$ cat src/rtl/stream_mux_rr.sv
// stream_mux_rr: N:1 valid/ready stream multiplexor with one registered output stage.
// Mode=0 passes the channel picked by Sel; Mode=1 arbitrates round-robin starting at rr_ptr.
module stream_mux_rr #(
    parameter int unsigned WIDTH  = 32,
    parameter int unsigned NUM_CH = 4,
    parameter int unsigned SEL_W  = 2
) (
    input  logic                      Clk,
    input  logic                      Rst,
    input  logic [NUM_CH*WIDTH-1:0]   In_data,
    input  logic [NUM_CH-1:0]         In_valid,
    output logic [NUM_CH-1:0]         In_ready,
    input  logic                      Mode,
    input  logic [SEL_W-1:0]          Sel,
    output logic [WIDTH-1:0]          Out_data,
    output logic [SEL_W-1:0]          Out_ch,
    output logic                      Out_valid,
    input  logic                      Out_ready
);

    logic [WIDTH-1:0] out_data_q, out_data_d;
    logic [SEL_W-1:0] out_ch_q, out_ch_d;
    logic             out_valid_q, out_valid_d;
    logic [SEL_W-1:0] rr_ptr_q, rr_ptr_d;

    logic             load_en;
    logic             grant_valid;
    logic [SEL_W-1:0] grant;
    logic [WIDTH-1:0] grant_data;
    logic             transfer;

    // Output register can take a beat when empty or being drained this cycle
    assign load_en  = !out_valid_q || Out_ready;
    assign transfer = grant_valid && load_en && !Rst;

    // Grant selection: fixed Sel, or first valid channel at/after rr_ptr with wrap
    always_comb begin
        grant       = '0;
        grant_valid = 1'b0;
        if (!Mode) begin
            for (int i = 0; i < int'(NUM_CH); i++) begin
                if (Sel == SEL_W'(i) && In_valid[i]) begin
                    grant       = SEL_W'(i);
                    grant_valid = 1'b1;
                end
            end
        end else begin
            // Pass 1: channels at or above the pointer, lowest first
            for (int i = 0; i < int'(NUM_CH); i++) begin
                if (!grant_valid && SEL_W'(i) >= rr_ptr_q && In_valid[i]) begin
                    grant       = SEL_W'(i);
                    grant_valid = 1'b1;
                end
            end
            // Pass 2: wrapped search from channel 0
            for (int i = 0; i < int'(NUM_CH); i++) begin
                if (!grant_valid && In_valid[i]) begin
                    grant       = SEL_W'(i);
                    grant_valid = 1'b1;
                end
            end
        end
    end

    // Data of the granted channel
    always_comb begin
        grant_data = '0;
        for (int i = 0; i < int'(NUM_CH); i++) begin
            if (grant == SEL_W'(i)) begin
                grant_data = In_data[i*WIDTH +: WIDTH];
            end
        end
    end

    // One-hot ready toward the granted channel; suppressed while in reset
    always_comb begin
        In_ready = '0;
        for (int i = 0; i < int'(NUM_CH); i++) begin
            In_ready[i] = transfer && (grant == SEL_W'(i));
        end
    end

    // Next state of the output stage and round-robin pointer
    always_comb begin
        out_data_d  = out_data_q;
        out_ch_d    = out_ch_q;
        out_valid_d = out_valid_q;
        rr_ptr_d    = rr_ptr_q;
        if (transfer) begin
            out_data_d  = grant_data;
            out_ch_d    = grant;
            out_valid_d = 1'b1;
            if (Mode) begin
                rr_ptr_d = (grant == SEL_W'(NUM_CH - 1)) ? '0 : grant + SEL_W'(1);
            end
        end else if (Out_ready) begin
            out_valid_d = 1'b0;
        end
    end

    // State registers with synchronous reset that overrides any transfer
    always_ff @(posedge Clk) begin
        if (Rst) begin
            out_data_q  <= '0;
            out_ch_q    <= '0;
            out_valid_q <= 1'b0;
            rr_ptr_q    <= '0;
        end else begin
            out_data_q  <= out_data_d;
            out_ch_q    <= out_ch_d;
            out_valid_q <= out_valid_d;
            rr_ptr_q    <= rr_ptr_d;
        end
    end

    assign Out_data  = out_data_q;
    assign Out_ch    = out_ch_q;
    assign Out_valid = out_valid_q;

endmodule

$ cat config.mk
export PLATFORM = sky130hd
export DESIGN_NAME = stream_mux_rr
export DESIGN_NICKNAME = d
export VERILOG_FILES = /design/src/rtl/stream_mux_rr.sv
export SDC_FILE = /design/constraint.sdc
export NUM_CORES = 1
export LEC_CHECK = 0
export ABC_AREA = 1
export CAP_MARGIN = 20
export CORE_MARGIN = 4
export CORE_UTILIZATION = 38
export CTS_CLUSTER_SIZE = 16
export DETAILED_ROUTE_END_ITERATION = 10
export MAX_ROUTING_LAYER = met4
export PLACE_DENSITY = 0.81
export SLEW_MARGIN = 30
export SYNTH_ARGS = -nofsm -noshare
export SYNTH_HDL_FRONTEND = slang
export SYNTH_SLANG_ARGS = --single-unit
export TNS_END_PERCENT = 5
$ cat constraint.sdc
create_clock -name Clk -period 2.69 [get_ports Clk]
set_input_delay 0.269 -clock Clk [delete_from_list [all_inputs] [get_ports Clk]]
set_output_delay 0.269 -clock Clk [all_outputs]
set_load 0.03 [all_outputs]
==> results by group <==
Global routing
  • GRT busiest layer: met2
  • Largest net degree at the start of global routing: 37
  • First-pass GRT wire length: 17600 um
  • Vias in the first global route: 3615
  • Met3 Usage GRT: 0.0418
  • Global Route Usage Sum: 0.232
  • Antenna violations before repair: 0
  • Routing usage on met1: 0.282
  • Met2 Track Usage GR: 0.399
  • Total global routing overflow: 0

Timing
  • Tmin final: approximately 2600 ps
  • RSZ-0062 raised after global routing: yes
  • Setup Skew: 5.24 ps
  • Max-slew violations: 0
  • Least-Margin Pin Slew: 532 ps
  • Max-slew headroom: 0.645
  • Fmax: around 390 MHz
  • # setup viols final: 0
  • Final WS setup: 109 ps
  • Final hold vios: 0
  • Final worst-path cycle share: 0.960

Setup path
  • Arr. time, crit path: 2310 ps
  • Critical-path cell list: clkdlybuf4s50_1 > inv_1 > nand3_4 > nor2_4 > nand3_1 > nand3_1 > nand2_1 > inv_1 > ha_1 > inv_1 > buf_12 > nor2_1 > buf_4
  • Worst path slowest cell: clkdlybuf4s50_1
  • Worst-case reg-to-reg path depth: 16
  • Max stage delay on crit path: 480 ps
  • Critical Path Most Common Cell: inv_1
  • Reg2reg end: Out_data[10]$_SDFFE_PP0P_
  • Crit Reg-Reg Startpoint: rr_ptr_q[1]$_SDFFE_PP0P_
  • CP bufs+invs: 6
  • CP Capture Type: primary output
  • Crit-path leading delay family: buffers and inverters
  • Crit Path Class: input pin to primary output
  • CP Max Fanout: 33
  • R2R setup slack: 390 ps
  • CP Data Required Time: around 2400 ps
  • CP Launch Type: input pin

CTS
  • H-tree depth: 2
  • CTS tree: built
  • CTS clk-pin slew, worst paths: 70 ps
  • CTS Root Cell: clkbuf_8
  • Latest clock arrival within the worst-skew pair: about 280 ps
  • CTS Hold Bufs: 0
  • Maximum clock path buffer count: 2
  • CTS Sinks: 37
  • CTS Buf Count: 5

Hold path
  • Hold path startpoint: Out_data[8]$_SDFFE_PP0P_
  • Worst Hold Path Cells: 2
  • Hold EP: Out_data[8]$_SDFFE_PP0P_
  • Worst Hold Class: register to register

Drt
  • Iter 0 DRT Violations: 132
  • First-pass iteration count of the detailed router: 4
  • Residual DRC: 0
  • Vias per inst: 4.88
  • Drt wl/cell: roughly 14 um
  • Vias: 3723
  • Routed WL: 10900 um
  • Remaining antenna violation count: 0

Finish
  • Non-filler cells, final: approximately 760
  • Layout Utilization: 0.645
  • Layout cell share with drive strength beyond 1: 0.156
  • Post-layout nets: about 800
  • Area growth, synth to finish: 65.9%
  • Most common cell after layout, fill and taps aside: clkdlybuf4s50_1
  • Post-route design area: 4960 um^2
  • Most frequent cells in the layout: 171 x clkdlybuf4s50_1, 142 x nand2_1, 77 x nand3_1
  • Antenna diodes: 0

Outcome
  • Status: finished clean

Power and ir drop
  • P_sw: 802 uW
  • Seq pwr share: 0.303
  • P_int: 1.33 mW
  • Maximum VDD drop: roughly 0.24 mV
  • Clock Power Share: 0.185
  • Switching Share: 0.375
  • Comb power frac: 0.512
  • Power Dens Cells: 431 nW/um^2
  • Leakage power: 2.22 nW

Yosys
  • Synth Area per Inst: 5.97 um^2
  • Net Count, Synth: 642
  • Synth Instances: 500
  • Yosys warning count: 0
  • Synth unique cells: 25
  • Mapped Area: 2990 um^2
  • Yosys reg bits: 37
  • Seq/Total Area, Yosys: 0.248

Run
  • Max cap viols: 0

Placed design
  • DP Area: 4850 um^2
  • Pre-CTS WS: -50.5 ps
  • Placed insts: 756
  • Gpl congestion: 0.957
  • HPWL after DPL: 8300 um
  • Port buffer count: 176

Die
  • I/O pins: 177
  • Die area: 9340 um^2
  • Row count: 32
  • Die extent in x: 96.7 um
  • Starting Density: 0.389
  • Die Ht: 96.7 um
  • CORE AREA: 7690 um^2
[registers in the layout, indices dropped and copies added, names as in the netlist]
register   flops
rr_ptr_q       2
Out_data      32
Out_valid      1
Out_ch         2
[layer usage]
layer / wire (um) / share of wire / vias to the layer above
li1: - / - / 1924
met1: 4720 / 0.43 / 1666
met2: 5400 / 0.50 / 119
met3: 590 / 0.054 / 14
met4: 197 / 0.018 / 0
met5: 0 / 0 / -
[power by group through the flow]
stage	logic [mW]	registers, mW	clock network (mW)
after floorplan	0.516	0.769	0
after global placement	1.07	0.657	0
after detailed placement	1.09	0.659	0
after CTS	1.09	0.647	0.408
after global routing	1.20	0.654	0.430
final	1.09	0.647	0.395
[worst max path at each step]
| stage | from | endpoint | slack [ps] | cells past startpoint |
|---|---|---|---|---|
| after global routing | In_valid[2] | In_ready[1] | -20 | 13 |
| after detailed placement | In_valid[1] | Out_data[18]$_SDFFE_PP0P_ | -50 | 17 |
| after CTS | In_valid[1] | In_ready[2] | 40 | 13 |
| after global placement | In_valid[1] | Out_data[30]$_SDFFE_PP0P_ | 100 | 19 |
| final | In_valid[0] | In_ready[3] | 110 | 13 |
| after floorplan | rr_ptr_q[1]$_SDFFE_PP0P_ | In_ready[3] | 470 | 13 |
[Yosys cell counts]
master    count  area share
buf_8         3       0.015
buf_1         4      0.0050
inv_4         1      0.0021
nor2_4        1      0.0038
o21ai_0      17       0.028
nand2_4       2      0.0075
nor2_2       31       0.065
nand2_2       2      0.0042
nand2_1     143        0.18
nor2_8        1      0.0067
inv_2         3      0.0038
a21o_1        1      0.0025
buf_2        12       0.020
nand3_1      77        0.13
nor2_1       43       0.054
dfxtp_1      37        0.25
inv_1        15       0.019
nand3_4       1      0.0059
o21ai_1      19       0.032
a21oi_1      32       0.054
ha_1          4       0.017
nand4_4       1      0.0071
buf_4         1      0.0025
or2_2        32       0.067
clkbuf_1     17       0.021
[through the flow]
step	setup TNS [ps]	total power, mW	hold WS [ps]
3_3_place_gp	0	1.73	473
4_1_cts	0	2.15	494
2_1_floorplan	0	1.28	380
5_1_grt	-33.0	2.28	513
6_report	0	2.14	491
3_5_place_dp	-605	1.75	475
[cell families (layout without fill, tap and decap cells)]
kind of cell | after synthesis | in the layout | synth area share
compound gates | 69 | 69 | 0.116
fa+ha+maj | 4 | 4 | 0.0168
buf+inv | 56 | 217 | 0.0888
flops | 37 | 37 | 0.248
simple gates | 334 | 334 | 0.530
[worst reg2reg max path: stages (launching register included)]
cell and delay (ps):
dfxtp_1 370, nor2_1 80, nand2_2 80, nand2_1 90
nor2_4 140, nand3_1 100, nand3_1 80, nand2_1 120
inv_1 150, ha_1 160, inv_1 90, buf_12 180
or2_2 300, nand2_1 80, nand3_1 60, nand2_1 70
nor2_1 40
[what timing repair did]
item	4_1_cts	5_1_grt
resized for setup	1	4
buffers inserted	0	0
pin swaps	0	0
hold endpoints to repair	0	0
setup endpoints to repair	1	4
[layout make-up]
type	instances	area (um^2)
clock buffer	7	86.3
multi-input combinational	407	2000
sequential	37	741
inverter	19	73.8
fill	723	2730
timing repair buffer	191	1930
tap	102	128
Power figures use the tool's default switching activity.
